[config.mk]
export PLATFORM = sky130hd
export DESIGN_NAME = lcd_cpu
export DESIGN_NICKNAME = d
export VERILOG_FILES = /design/src/rtl/lcd_cpu.sv
export SDC_FILE = /design/constraint.sdc
export NUM_CORES = 1
export LEC_CHECK = 0
export ABC_CLOCK_PERIOD_IN_PS = 3800
export BUFFER_PORTS_ARGS = -buffer_cell sky130_fd_sc_hd__buf_2
export CAP_MARGIN = 20
export CORE_MARGIN = 2
export CORE_UTILIZATION = 46
export CTS_CLUSTER_DIAMETER = 60
export DETAILED_ROUTE_END_ITERATION = 10
export PLACE_DENSITY_LB_ADDON = 0.1
export RECOVER_POWER = 100
export REMOVE_ABC_BUFFERS = 1
export SKIP_CTS_REPAIR_TIMING = 1
export SLEW_MARGIN = 20
export SYNTH_ARGS = -nofsm -noshare
export SYNTH_HDL_FRONTEND = slang
export SYNTH_SLANG_ARGS = --single-unit
[constraint.sdc]
create_clock -name clk -period 3.8 [get_ports clk]
set_input_delay 0.76 -clock clk [delete_from_list [all_inputs] [get_ports clk]]
set_output_delay 0.76 -clock clk [all_outputs]
set_load 0.1 [all_outputs]
[src/rtl/lcd_cpu.sv]
// lcd_cpu: 8-bit accumulator CPU driving the LCD character VRAM.
//
// Runs a program out of an 8Kx8 block RAM (write port A, read port B) and
// stores characters into a 1Kx8 VRAM through a write-only port. The WVS
// instruction stalls until the next LCD vsync rising edge so frame updates
// are paced by the display.
//
// Ports:
//   clk    in   1   system clock, rising edge
//   rst_n  in   1   asynchronous reset, active HIGH despite the name
//   vsync  in   1   LCD vertical sync, rising edge = frame start
//   dout   in   8   RAM read data, valid the cycle after ceb samples adb
//   din    out  8   RAM write data
//   ada    out  13  RAM write address
//   cea    out  1   RAM write strobe (1-cycle pulse)
//   adb    out  13  RAM read address
//   ceb    out  1   RAM read enable
//   v_din  out  8   VRAM write data
//   v_ada  out  10  VRAM write address
//   v_cea  out  1   VRAM write strobe (1-cycle pulse)
//
// Build option:
//   VSYNC_SYNC_EN  when defined, vsync goes through a 2-flop synchronizer
//                  before edge detection (WVS releases 3 cycles after the
//                  rise); when undefined vsync is edge-detected directly
//                  (1-cycle release) and must already be in the clk domain.
//
// States:
//   state    | meaning
//   S_FETCH  | issue opcode read at PC, PC++
//   S_WAIT   | RAM latency cycle, then go to ret_q
//   S_DECODE | capture opcode, decide operand count
//   S_OPLO   | issue read of first operand byte, PC++
//   S_OPHI   | capture low address byte, issue read of high byte, PC++
//   S_EXEC   | execute using dout as immediate / high address byte
//   S_MEMRD  | capture data for LDA absolute
//   S_VWAIT  | stalled until a vsync rising edge
//   S_HALT   | stopped until reset

module lcd_cpu #(
  parameter logic [12:0] RESET_PC = 13'h0000
) (
  input  logic        clk,
  input  logic        rst_n,
  input  logic        vsync,
  input  logic [7:0]  dout,
  output logic [7:0]  din,
  output logic [12:0] ada,
  output logic        cea,
  output logic [12:0] adb,
  output logic        ceb,
  output logic [7:0]  v_din,
  output logic [9:0]  v_ada,
  output logic        v_cea
);

  typedef enum logic [3:0] {
    S_FETCH,
    S_WAIT,
    S_DECODE,
    S_OPLO,
    S_OPHI,
    S_EXEC,
    S_MEMRD,
    S_VWAIT,
    S_HALT
  } state_t;

  localparam logic [7:0] OP_NOP   = 8'h00;
  localparam logic [7:0] OP_LDAI  = 8'h01;
  localparam logic [7:0] OP_LDAA  = 8'h02;
  localparam logic [7:0] OP_STA   = 8'h03;
  localparam logic [7:0] OP_LDXI  = 8'h04;
  localparam logic [7:0] OP_INX   = 8'h05;
  localparam logic [7:0] OP_ADDI  = 8'h06;
  localparam logic [7:0] OP_SUBI  = 8'h07;
  localparam logic [7:0] OP_CMPI  = 8'h08;
  localparam logic [7:0] OP_JMP   = 8'h09;
  localparam logic [7:0] OP_JNZ   = 8'h0A;
  localparam logic [7:0] OP_STV   = 8'h0B;
  localparam logic [7:0] OP_STVX  = 8'h0C;
  localparam logic [7:0] OP_WVS   = 8'h0D;
  localparam logic [7:0] OP_HLT   = 8'hFF;

  function automatic logic has_imm(input logic [7:0] op);
    return (op == OP_LDAI) || (op == OP_LDXI) || (op == OP_ADDI) ||
           (op == OP_SUBI) || (op == OP_CMPI);
  endfunction

  function automatic logic has_abs(input logic [7:0] op);
    return (op == OP_LDAA) || (op == OP_STA) || (op == OP_JMP) ||
           (op == OP_JNZ)  || (op == OP_STV) || (op == OP_STVX);
  endfunction

  state_t      state_q, state_d;
  state_t      ret_q, ret_d;
  logic [12:0] pc_q, pc_d;
  logic [7:0]  a_q, a_d;
  logic [7:0]  x_q, x_d;
  logic        z_q, z_d;
  logic        c_q, c_d;
  logic [7:0]  ir_q, ir_d;
  logic [7:0]  lo_q, lo_d;

  // Unqualified combinational outputs; gated by reset below.
  logic [7:0]  din_c;
  logic [12:0] ada_c;
  logic        cea_c;
  logic [12:0] adb_c;
  logic        ceb_c;
  logic [7:0]  v_din_c;
  logic [9:0]  v_ada_c;
  logic        v_cea_c;

  logic        vs_rise;

`ifdef VSYNC_SYNC_EN
  // [0],[1] synchronize, [2] holds the previous synchronized level.
  logic [2:0] vs_q;

  always_ff @(posedge clk or posedge rst_n) begin
    if (rst_n) vs_q <= '0;
    else       vs_q <= {vs_q[1:0], vsync};
  end

  assign vs_rise = vs_q[1] & ~vs_q[2];
`else
  logic vs_q;

  always_ff @(posedge clk or posedge rst_n) begin
    if (rst_n) vs_q <= 1'b0;
    else       vs_q <= vsync;
  end

  assign vs_rise = vsync & ~vs_q;
`endif

  always_ff @(posedge clk or posedge rst_n) begin
    if (rst_n) begin
      state_q <= S_FETCH;
      ret_q   <= S_FETCH;
      pc_q    <= RESET_PC;
      a_q     <= '0;
      x_q     <= '0;
      z_q     <= 1'b0;
      c_q     <= 1'b0;
      ir_q    <= '0;
      lo_q    <= '0;
    end else begin
      state_q <= state_d;
      ret_q   <= ret_d;
      pc_q    <= pc_d;
      a_q     <= a_d;
      x_q     <= x_d;
      z_q     <= z_d;
      c_q     <= c_d;
      ir_q    <= ir_d;
      lo_q    <= lo_d;
    end
  end

  // In S_EXEC, dout carries either the immediate or the high address byte.
  // Bits [7:5] of the high byte fall outside the 8K space and are dropped.
  logic [12:0] abs_addr;
  logic [8:0]  sum9;
  logic [8:0]  diff9;
  logic [7:0]  x_inc;
  logic [9:0]  stvx_addr;

  assign abs_addr  = {dout[4:0], lo_q};
  assign sum9      = {1'b0, a_q} + {1'b0, dout};
  assign diff9     = {1'b0, a_q} - {1'b0, dout};  // bit 8 set on borrow
  assign x_inc     = x_q + 8'd1;
  assign stvx_addr = abs_addr[9:0] + {2'b00, x_q};

  always_comb begin
    state_d = state_q;
    ret_d   = ret_q;
    pc_d    = pc_q;
    a_d     = a_q;
    x_d     = x_q;
    z_d     = z_q;
    c_d     = c_q;
    ir_d    = ir_q;
    lo_d    = lo_q;
    din_c   = '0;
    ada_c   = '0;
    cea_c   = 1'b0;
    adb_c   = '0;
    ceb_c   = 1'b0;
    v_din_c = '0;
    v_ada_c = '0;
    v_cea_c = 1'b0;

    unique case (state_q)
      S_FETCH: begin
        ceb_c   = 1'b1;
        adb_c   = pc_q;
        pc_d    = pc_q + 13'd1;
        ret_d   = S_DECODE;
        state_d = S_WAIT;
      end

      S_WAIT: state_d = ret_q;

      S_DECODE: begin
        ir_d    = dout;
        state_d = (has_imm(dout) || has_abs(dout)) ? S_OPLO : S_EXEC;
      end

      S_OPLO: begin
        ceb_c   = 1'b1;
        adb_c   = pc_q;
        pc_d    = pc_q + 13'd1;
        ret_d   = has_abs(ir_q) ? S_OPHI : S_EXEC;
        state_d = S_WAIT;
      end

      S_OPHI: begin
        lo_d    = dout;
        ceb_c   = 1'b1;
        adb_c   = pc_q;
        pc_d    = pc_q + 13'd1;
        ret_d   = S_EXEC;
        state_d = S_WAIT;
      end

      S_EXEC: begin
        state_d = S_FETCH;
        case (ir_q)
          OP_LDAI: begin
            a_d = dout;
            z_d = (dout == 8'h00);
          end
          OP_LDAA: begin
            ceb_c   = 1'b1;
            adb_c   = abs_addr;
            ret_d   = S_MEMRD;
            state_d = S_WAIT;
          end
          OP_STA: begin
            cea_c = 1'b1;
            ada_c = abs_addr;
            din_c = a_q;
          end
          OP_LDXI: begin
            x_d = dout;
            z_d = (dout == 8'h00);
          end
          OP_INX: begin
            x_d = x_inc;
            z_d = (x_inc == 8'h00);
          end
          OP_ADDI: begin
            a_d = sum9[7:0];
            c_d = sum9[8];
            z_d = (sum9[7:0] == 8'h00);
          end
          OP_SUBI: begin
            a_d = diff9[7:0];
            c_d = diff9[8];
            z_d = (diff9[7:0] == 8'h00);
          end
          OP_CMPI: begin
            c_d = diff9[8];
            z_d = (diff9[7:0] == 8'h00);
          end
          OP_JMP: pc_d = abs_addr;
          OP_JNZ: begin
            if (!z_q) pc_d = abs_addr;
          end
          OP_STV: begin
            v_cea_c = 1'b1;
            v_ada_c = abs_addr[9:0];
            v_din_c = a_q;
          end
          OP_STVX: begin
            v_cea_c = 1'b1;
            v_ada_c = stvx_addr;
            v_din_c = a_q;
          end
          OP_WVS: state_d = S_VWAIT;
          OP_HLT: state_d = S_HALT;
          OP_NOP: ;
          default: ;  // undefined opcodes behave as NOP
        endcase
      end

      S_MEMRD: begin
        a_d     = dout;
        z_d     = (dout == 8'h00);
        state_d = S_FETCH;
      end

      // The edge detector runs continuously, but only a rise seen while
      // parked here releases the stall; a level already high on entry
      // produces no edge.
      S_VWAIT: begin
        if (vs_rise) state_d = S_FETCH;
      end

      S_HALT: state_d = S_HALT;

      default: state_d = S_FETCH;
    endcase
  end

  // The reset state is S_FETCH, which would otherwise drive a read; gating
  // with the reset keeps every output at 0 while reset is held and drops a
  // pending strobe the moment reset asserts.
  assign din   = rst_n ? '0 : din_c;
  assign ada   = rst_n ? '0 : ada_c;
  assign cea   = cea_c & ~rst_n;
  assign adb   = rst_n ? '0 : adb_c;
  assign ceb   = ceb_c & ~rst_n;
  assign v_din = rst_n ? '0 : v_din_c;
  assign v_ada = rst_n ? '0 : v_ada_c;
  assign v_cea = v_cea_c & ~rst_n;

endmodule

After elaboration in Yosys (flattened, before gate mapping)
Cells that the tools add are included.
{ "word_totals": {"ram_bits": 0, "inputBits": 11, "ff_bits": 55, "wordCells": 128, "latchBits": 0, "output_inout_bits": 55, "memories": 0, "mem_bits_ro": 0} }
{ "classes": {"add_sub_neg": 5, "n_eq_ne": 39, "div": 0, "n_reduce_logical": 33, "n_bitwise": 6, "mux": 36, "magnitude_cmp": 0, "n_shift": 0, "multipliers": 0} }
{ "op_table": {"columns": ["operator", "count"], "rows": [
  ["8-bit by 4-bit == test with 1-bit output (second input constant)", 11],
  ["13-bit two-way mux", 6],
  ["13-bit one-hot mux with 2 select lines", 3],
  ["8-bit by 3-bit == test with 1-bit output (second input constant)", 7],
  ["8-bit two-way mux", 6],
  ["8-bit by 2-bit == test with 1-bit output (second input constant)", 4],
  ["8-bit logical NOT", 4],
  ["8-bit one-hot mux with 2 select lines", 2],
  ["4-bit one-hot mux with 6 select lines", 1],
  ["8-bit one-hot mux with 3 select lines", 1],
  ["10-bit two-way mux", 2],
  ["10-bit one-hot mux with 2 select lines", 1],
  ["4-bit by 3-bit == test with 1-bit output (second input constant)", 4],
  ["8-bit by 1-bit == test with 1-bit output (second input constant)", 2],
  ["4-bit one-hot mux with 4 select lines", 1],
  ["1-bit logical OR", 15],
  ["13-bit by 1-bit adder with 13-bit output (second input constant)", 1],
  ["4-bit one-hot mux with 3 select lines", 1],
  ["10-bit by 8-bit adder with 10-bit output", 1],
  ["8-bit by 1-bit adder with 8-bit output (second input constant)", 1],
  ["8-bit adder", 1],
  ["4-bit by 2-bit == test with 1-bit output (second input constant)", 2],
  ["8-bit == test (second input constant)", 1],
  ["4-bit two-way mux", 2],
  ["other kinds (20)", 39]
]} }

Longest topological paths before layout
Gate-level depths: netlist (run 1).
{ "logic_depth": {"word_depth": 9, "mapped_depth": 10, "ltp_nobuf": 10} }

Worst setup path after synthesis (run 1)
OpenSTA, ideal clock, no wires.
{ "synth_timing": {"path_type": "input to output", "from": "in rst_n", "to": "out ada[10]", "path_stages": 4, "t_arrival_ps": 5619, "path_slack_ps": -2579, "required_ps": 3040, "cell_sequence": "inv_1 nand2_1 clkbuf_1 nor4_1"} }
{ "synth_via": {"elab_chain_cells": 1} }
{ "synth_rtl": {"columns": ["element", "line_no", "rtl"], "rows": [
  ["from (decl)", "44", "input logic rst_n,"],
  ["13-bit two-way mux", "312", "assign ada = rst_n ? '0 : ada_c;"],
  ["to (decl)", "48", "output logic [12:0] ada,"]
]} }
No other way between the ends.

Worst setup path after layout (run 1)
{ "layout_timing": {"from": "reg ir_q[5]", "to": "out din[5]"} }
{ "layout_via": {"elab_chain_cells": 4} }
{ "layout_rtl": {"columns": ["element", "line_no", "rtl"], "rows": [
  ["from (decl)", "102", "logic [7:0] ir_q, ir_d;"],
  ["from (signal assigned)", "157", "ir_q <= ir_d;"],
  ["8-bit by 2-bit == test with 1-bit output", "230", "case (ir_q)"],
  ["8-bit two-way mux", "230", null],
  ["8-bit two-way mux", "195", "unique case (state_q)"],
  ["8-bit two-way mux", "311", "assign din = rst_n ? '0 : din_c;"],
  ["to (decl)", "47", "output logic [7:0] din,"]
]} }
No other way between the ends.

==> reports/summary.txt, run 1 <==
status = complete, no violations
Final nets = 717
global-route wire length before repair = 25110 µm
Int Pwr = 2102 µW
FF+latch count, synth = 54
clk slew on worst S/H paths = 100 ps
num ports = 66
LEAKAGE = 0.002375 µW
combinational power share = 0.622
pin count of the biggest net entering global routing = 56
pwr/cell area = 736.0 nW/µm²
total grt overflow = 0
Hold EP = ret_q[0]
startpoint types = flop
Top delay family on crit path = simple AND/OR/NAND/NOR gates
Crit Reg-Reg Endpoint = a_q[7]
GRT Total Usage = 0.2746
vias in the first global route = 4860
Worst Path Class, Setup = flop to output pin
pre-CTS setup slack = 447.2 ps
hold path cells = 2
cell row count = 37
max incr delay on CP = 550 ps
Hold WS = 511.3 ps
Worst Clk Skew = 6.487 ps
Core Region = 10420 µm²
die area = 11670 µm²
worst slew pin tran = 1049 ps
sequential power share = 0.283
min-delay worst type = flop to flop
Clock Sink Count = 54
Die Ht = 108.0 µm
Synth top area share = 0.2715
Synth area leader = dfrtp_1
reg2reg setup slack = 440 ps
n_diodes = 0
FF-to-FF path depth = 7
Mapped Area = 4977 µm²
Buf/Inv on CP = 2
layout cells sized above 1 = 0.1740
main combinational cell family by area after synthesis = simple AND/OR/NAND/NOR gates
period utilization = 0.9555
EDFF count, synth = 0
max_cap viols = 0
via count = 5078
count of pins over their slew limit = 0
CP Capture Type = output pin
Peak VDD IR = 461.6 µV
CTS buffer count = 5
DRT Pass-1 Iters = 5
RSZ-0062 raised after global routing = no
Net Sw Frac = 0.5207
antenna violations before repair = 0
Clk pwr share = 0.095
register area share after synthesis = 0.2715
mux contribution to synthesized area = 0.05681
Avg WL per Cell = 19.20 µm
global placer's final weighted congestion = 0.9332
Data arrival, critical path = 2870 ps
Clock Latency Late Sink = 320 ps
Final Critical Period = 3631 ps
post-synthesis simple-gate area fraction = 0.2665
top post-synthesis cells by area = dfrtp_1 27%, ha_1 6.5%, a21oi_1 5.2%, nor2_1 4.5%, o21ai_0 4.5%
Critical Path RT = 3040 ps
port bufs = 65
Mapped Cells = 625
Final WS setup = 169.2 ps
Compound-Gate Fraction of Synth Area = 0.2446
Via-to-Cell Ratio = 6.238
DRC = 0
Iteration-0 DRC Markers = 566
cell-by-cell trace of the critical path = or4_1 -> or3_1 -> nor3_4 -> buf_4 -> and2_1 -> buf_4
Ys Warns = 0
Sw Pwr = 2284 µW
Yosys cell types = 73
Synth Area per Inst = 7.964 µm²
Post-synth ARST share = 1.000
DRT antenna net count = 0
Hold Vio Cnt, Final = 0
total wire length = 15630 µm
Die W = 108.0 µm
Max Fanout on Critical Path = 9
worst slew margin relative to its limit = 0.3005
Root Buffer = clkbuf_8
Max clock buf depth = 2
crit-path most repeated cell = buf_4
Worst R2R Start = state_q[3]
Fin Setup TNS = 0 ps
commonest non-fill, non-tap cell in the layout = nor2_1
Synth Area in Adders = 0.07743
Starting Density = 0.4778
H-tree depth = 2
ys flop type = dfrtp_1
slowest CP cell = or4_1
commonest non-fill, non-tap cells in the layout = 61 x nor2_1, 53 x dfrtp_1, 52 x a21oi_1
HPWL after detailed placement = 11860 µm
fraction of synthesized cell area in xor and xnor cells = 0.02991
CTS tree = yes
hold path startpoint = ret_q[0]
Final Setup Violations = 0
fmax = 0.2754 GHz
P&R area growth vs syn = 19.73%
-- how the worst max path moves through the flow --
stage	from	cells after the start	slack (ps)	to
after floorplan	rst_n	3	-2630	ada[10]
after global placement	state_q[0]	5	500	ada[12]
after detailed placement	state_q[0]	5	450	ada[10]
after CTS	state_q[0]	5	90	ada[10]
after global routing	lo_q[0]	10	10	v_ada[8]
final	ir_q[5]	6	170	din[5]
-- routing by layer --
| layer | track usage | vias up | wire [µm] |
|---|---|---|---|
| met4 | 0.1007 | 0 | 405 |
| met3 | 0.03556 | 35 | 1123 |
| met5 | 0 | - | 0 |
| li1 | - | 2414 | - |
| met1 | 0.3667 | 2425 | 6454 |
| met2 | 0.4560 | 204 | 7644 |
-- metrics by stage --
stage	instances	util	total power (µW)	cell area [µm²]
final	814	0.5721	4386	5959
after global routing	814	0.5721	4735	5959
after CTS	814	0.6149	4486	6405
after detailed placement	806	0.6036	4061	6287
after global placement	806	0.6036	3970	6287
after floorplan	584	-	3213	4802
-- cell type report --
cell class / count / area (µm²)
Fill cell: 962 / 4457
Clock buffer: 5 / 68.82
Tap cell: 136 / 170.2
Timing Repair Buffer: 86 / 868.3
Multi-Input combinational cell: 506 / 3361
Sequential cell: 54 / 1353
Inverter: 24 / 90.09
Clock inverter: 3 / 48.80
-- cell usage after synthesis, types with 4 or more instances --
| library cell | count |
|---|---|
| xnor2_1 | 14 |
| clkbuf_1 | 33 |
| a31oi_1 | 6 |
| nor3_1 | 25 |
| nand3_1 | 18 |
| inv_1 | 24 |
| ha_1 | 26 |
| a22oi_1 | 20 |
| a211o_1 | 8 |
| o221ai_1 | 4 |
| nand2_1 | 38 |
| nand4_1 | 8 |
| nor4_1 | 15 |
| o21bai_1 | 4 |
| o21ai_0 | 45 |
| or3_1 | 5 |
| buf_2 | 5 |
| nand2b_1 | 10 |
| mux2_2 | 18 |
| a21oi_1 | 52 |
| dfrtp_1 | 54 |
| mux2i_1 | 8 |
| nor2_1 | 60 |
| o22ai_1 | 5 |
| and3_1 | 5 |
| and2_1 | 27 |
| nor2b_1 | 10 |
-- logic make-up (layout without fill, tap and decap cells) --
kind of cell	after synthesis	count (layout)
xor gates and xnor gates	17	17
DFF	54	54
adders and majority gates	29	29
and+or+nand+nor	248	248
muxes	26	26
AOI/OAI and AO/OA	186	186
buffers and inverters	65	118
-- power by group through the flow --
stage / Clock (µW) / Sequential [µW] / Combinational [µW]
after floorplan: 0 / 1130 / 2080
after global placement: 0 / 1230 / 2740
after detailed placement: 0 / 1250 / 2810
after CTS: 426 / 1240 / 2820
after global routing: 446 / 1290 / 3000
final: 417 / 1240 / 2730
-- sequential cells by signal (all words and copies together), names as in the netlist --
signal / flops
a_q: 8
ir_q: 8
lo_q: 8
pc_q: 13
ret_q: 3
state_q: 4
vs_q: 1
x_q: 8
z_q: 1
-- worst reg2reg max path: stages (launching register included) --
cell	delay, ps
dfrtp_1	510
nand4bb_1	350
clkbuf_1	510
a2111oi_2	880
nor2_1	420
a211o_1	380
mux2i_1	120
nor3_1	80
Power figures use the tool's default switching activity.
==> inputs of run 2 (changes only) <==
==> constraint.sdc (replaced) <==
create_clock -name clk -period 3.8 [get_ports clk]
set_input_delay 0.38 -clock clk [delete_from_list [all_inputs] [get_ports clk]]
set_output_delay 0.38 -clock clk [all_outputs]
set_load 0.1 [all_outputs]
==> reports/summary.txt, run 2 (synthesized netlist as in run 1, its figures left out) <==
status = complete, no violations
port bufs = 65
GRT Total Usage = 0.2617
max_cap viols = 0
commonest non-fill, non-tap cell in the layout = nor2_1
Hold EP = vs_q
CTS buffer count = 5
critical path startpoint = ir_q[5]
Starting Density = 0.4778
Sw Pwr = 2251 µW
Biggest register = pc_q
Worst Path Class, Setup = flop to output pin
sequential power share = 0.292
n_diodes = 0
LEAKAGE = 0.002275 µW
Worst R2R Start = state_q[3]
total grt overflow = 0
Int Pwr = 2075 µW
global-route wire length before repair = 24180 µm
CP Capture Type = output pin
placed cell areas = 5604 µm²
total wire length = 14950 µm
Finished Cell Area = 5493 µm²
Root Buffer = clkbuf_8
Net Sw Frac = 0.5204
FF-to-FF path depth = 7
DRT antenna net count = 0
Clk pwr share = 0.098
Core Region = 10420 µm²
HPWL after detailed placement = 10990 µm
DRT Pass-1 Iters = 5
Die W = 108.0 µm
pin count of the biggest net entering global routing = 56
die area = 11670 µm²
commonest non-fill, non-tap cells in the layout = 61 x nor2_1, 54 x dfrtp_1, 53 x clkbuf_2
num ports = 66
final core occ = 0.5273
Worst Clk Skew = 12.69 ps
reg2reg setup slack = 510 ps
combinational power share = 0.610
Clock Latency Late Sink = 320 ps
cell row count = 37
worst slew margin relative to its limit = 0.2584
global placer's final weighted congestion = 0.9340
layout cells sized above 1 = 0.1610
CTS tree = yes
clk slew on worst S/H paths = 90 ps
H-tree depth = 2
antenna violations before repair = 0
Avg WL per Cell = 18.53 µm
min-delay worst type = input port to flop
DRC = 0
hold path cells = 1
Final Critical Period = 3567 ps
Clock Sink Count = 54
Peak VDD IR = 378.2 µV
hold path startpoint = vsync
worst slew pin tran = 1112 ps
Hold Vio Cnt, Final = 0
Data arrival, critical path = 3190 ps
max reg flops = 13
startpoint types = flop
vias in the first global route = 4624
fmax = 0.2804 GHz
count of pins over their slew limit = 0
Crit Reg-Reg Endpoint = a_q[7]
Final nets = 710
Final Setup Violations = 0
Max clock buf depth = 2
Iteration-0 DRC Markers = 381
period utilization = 0.9386
Die Ht = 108.0 µm
via count = 4993
RSZ-0062 raised after global routing = no
P&R area growth vs syn = 10.36%
pwr/cell area = 787.6 nW/µm²
Via-to-Cell Ratio = 6.187
Max Fanout on Critical Path = 15
Critical Path RT = 3420 ps
==> run 2: per-stage QoR <==
| stage | worst slack [ps] | power (µW) | instances | setup TNS (ps) | hold WS [ps] |
|---|---|---|---|---|---|
| after floorplan | -2076 | 3213 | 584 | -56120 | 411.4 |
| after global placement | 714.4 | 3938 | 799 | 0 | 489.6 |
| after detailed placement | 668.0 | 4009 | 799 | 0 | 494.6 |
| after CTS | 308.6 | 4436 | 807 | 0 | 188.6 |
| after global routing | 92.40 | 4692 | 807 | 0 | 183.1 |
| final | 233.3 | 4326 | 807 | 0 | 189.1 |
==> run 2: worst max-delay path: stages (launching register included) <==
cell	delay [ps]
dfrtp_1	410
or4_1	580
or3_1	540
nor3_4	590
a22oi_1	170
nor2_1	130
clkbuf_2	460
==> run 2: worst max path at each step <==
stage,to,cells after the start
after floorplan,ada[10],3
after global placement,ceb,6
after detailed placement,ada[3],5
after CTS,ada[3],5
after global routing,adb[1],6
final,adb[8],6
==> run 2: area by class of cell <==
| type | count | area (µm²) |
|---|---|---|
| Multi-Input combinational cell | 506 | 3346 |
| Sequential cell | 54 | 1351 |
| Timing Repair Buffer | 79 | 414.1 |
| Inverter | 24 | 90.09 |
| Clock buffer | 6 | 82.58 |
| Tap cell | 136 | 170.2 |
| Fill cell | 1035 | 4923 |
| Clock inverter | 2 | 38.79 |
==> run 2: per-layer routing <==
layer,up-vias,wire (µm),part of all wire,global-route usage
met5,-,0,0,0
li1,2397,-,-,-
met1,2402,7008,0.47,0.3725
met4,0,246,0.016,0.06227
met2,172,6973,0.47,0.4304
met3,22,722,0.048,0.02471
==> run 2: power by group through the flow <==
stage	clock network, µW	logic, µW	registers [µW]
global placement	0	2680	1260
finish	423	2640	1260
floorplan	0	2080	1130
CTS	430	2750	1260
detailed placement	0	2740	1270
global route	459	2920	1320
==> inputs of run 3 (changes only) <==
CORE_MARGIN = unset   (was 2)
SLEW_MARGIN = 5   (was 20)
==> reports/summary.txt, run 3 (synthesized netlist as in run 1, its figures left out) <==
status = complete, no violations
Max Fanout on Critical Path = 15
Final nets = 710
startpoint types = flop
total wire length = 15040 µm
Core Region = 10420 µm²
pin count of the biggest net entering global routing = 56
Max clock buf depth = 2
Starting Density = 0.4778
num ports = 66
period utilization = 0.9711
fmax = 0.2710 GHz
Fin Setup TNS = 0 ps
Worst Path Class, Setup = flop to output pin
GRT Total Usage = 0.2733
HPWL after detailed placement = 11100 µm
commonest non-fill, non-tap cell in the layout = nor2_1
Hold Vio Cnt, Final = 0
worst slew margin relative to its limit = 0.2804
Worst Clk Skew = 6.605 ps
Iteration-0 DRC Markers = 401
pwr/cell area = 797.0 nW/µm²
global placer's final weighted congestion = 0.9067
fill count = 1040
max incr delay on CP = 690 ps
max reg flops = 13
max_cap viols = 0
DRT antenna net count = 0
worst slew pin tran = 1079 ps
global-route wire length before repair = 24140 µm
reg2reg setup slack = 500 ps
slowest CP cell = or4_1
total grt overflow = 0
clk slew on worst S/H paths = 110 ps
Biggest register = pc_q
cell row count = 37
H-tree depth = 2
P&R area growth vs syn = 11.06%
cell-by-cell trace of the critical path = or4_1 -> or3_1 -> nor3_4 -> and2_1 -> clkbuf_2
commonest non-fill, non-tap cells in the layout = 61 x nor2_1, 54 x dfrtp_1, 52 x a21oi_1
Top delay family on crit path = simple AND/OR/NAND/NOR gates
DRT Pass-1 Iters = 5
vias in the first global route = 4572
Die W = 106.0 µm
layout cells sized above 1 = 0.1595
die area = 11240 µm²
Final Setup Violations = 0
CP Capture Type = output pin
CTS buffer count = 5
Final Critical Period = 3690 ps
Via-to-Cell Ratio = 6.201
via count = 5004
Peak VDD IR = 337.9 µV
Avg WL per Cell = 18.63 µm
Die Ht = 106.0 µm
Clock Latency Late Sink = 330 ps
port bufs = 65
antenna violations before repair = 0
count of pins over their slew limit = 0
Buf/Inv on CP = 1
min-delay worst type = input port to flop
DRC = 0
Critical Path RT = 3420 ps
placed cells = 799
Clock Sink Count = 54
CTS tree = yes
Finished Layout Cells = 807
Data arrival, critical path = 3310 ps
Root Buffer = clkbuf_8
final core occ = 0.5307
n_diodes = 0
RSZ-0062 raised after global routing = no
LEAKAGE = 0.002287 µW
[run 3: cell count changes in the layout (fill, tap and decap cells not counted)]
cell | before | now
buf_2 | 11 | 14
bufinv_16 | 1 | 2
clkbuf_1 | 5 | 6
clkbuf_2 | 53 | 43
clkbuf_4 | 0 | 6
inv_6 | 1 | 0
o21ai_0 | 46 | 45
o21ai_1 | 0 | 1
[run 3: path summary, 6_finish.rpt]
check                      endpoint       start  cells after the start
max                          ada[2]     ir_q[5]                      5
min                            vs_q       vsync                      1
max reg2reg                  a_q[7]  state_q[3]                      7
min reg2reg                ret_q[0]    ret_q[0]                      2
max in group asynchronous    x_q[3]       rst_n                      3
min in group asynchronous      vs_q       rst_n                      3
[run 3: cell type report]
type / instances / area [µm²] / area share
Clock buffer: 6 / 82.58 / 0.01494
Clock inverter: 2 / 60.06 / 0.01086
Inverter: 24 / 90.09 / 0.01630
Multi-Input combinational cell: 506 / 3346 / 0.6053
Sequential cell: 54 / 1351 / 0.2445
Tap cell: 136 / 170.2 / 0.03078
Timing Repair Buffer: 79 / 427.9 / 0.07741
[run 3: metal layers]
layer | routed length [µm] | vias to the layer above | share of wire | global-route usage
li1 | - | 2393 | - | -
met1 | 6857 | 2417 | 0.46 | 0.3755
met2 | 7043 | 167 | 0.47 | 0.4486
met3 | 763 | 27 | 0.051 | 0.02820
met4 | 373 | 0 | 0.025 | 0.09127
met5 | 0 | - | 0 | 0
[run 3: stage by stage]
step,hold WS (ps),cell area (µm²),total power (µW),setup slack [ps]
2_1_floorplan,411.4,4802,3213,-2076
3_3_place_gp,476.6,5589,3930,581.2
3_5_place_dp,482.2,5589,3997,481.2
4_1_cts,154.3,5732,4499,118.2
5_1_grt,163.4,5528,4768,20.33
6_report,166.8,5528,4406,109.7
[run 3: where the power goes]
group	total, µW	internal [µW]	switching [µW]
clock network	492	281	211
registers	1270	822	449
logic	2640	1040	1600
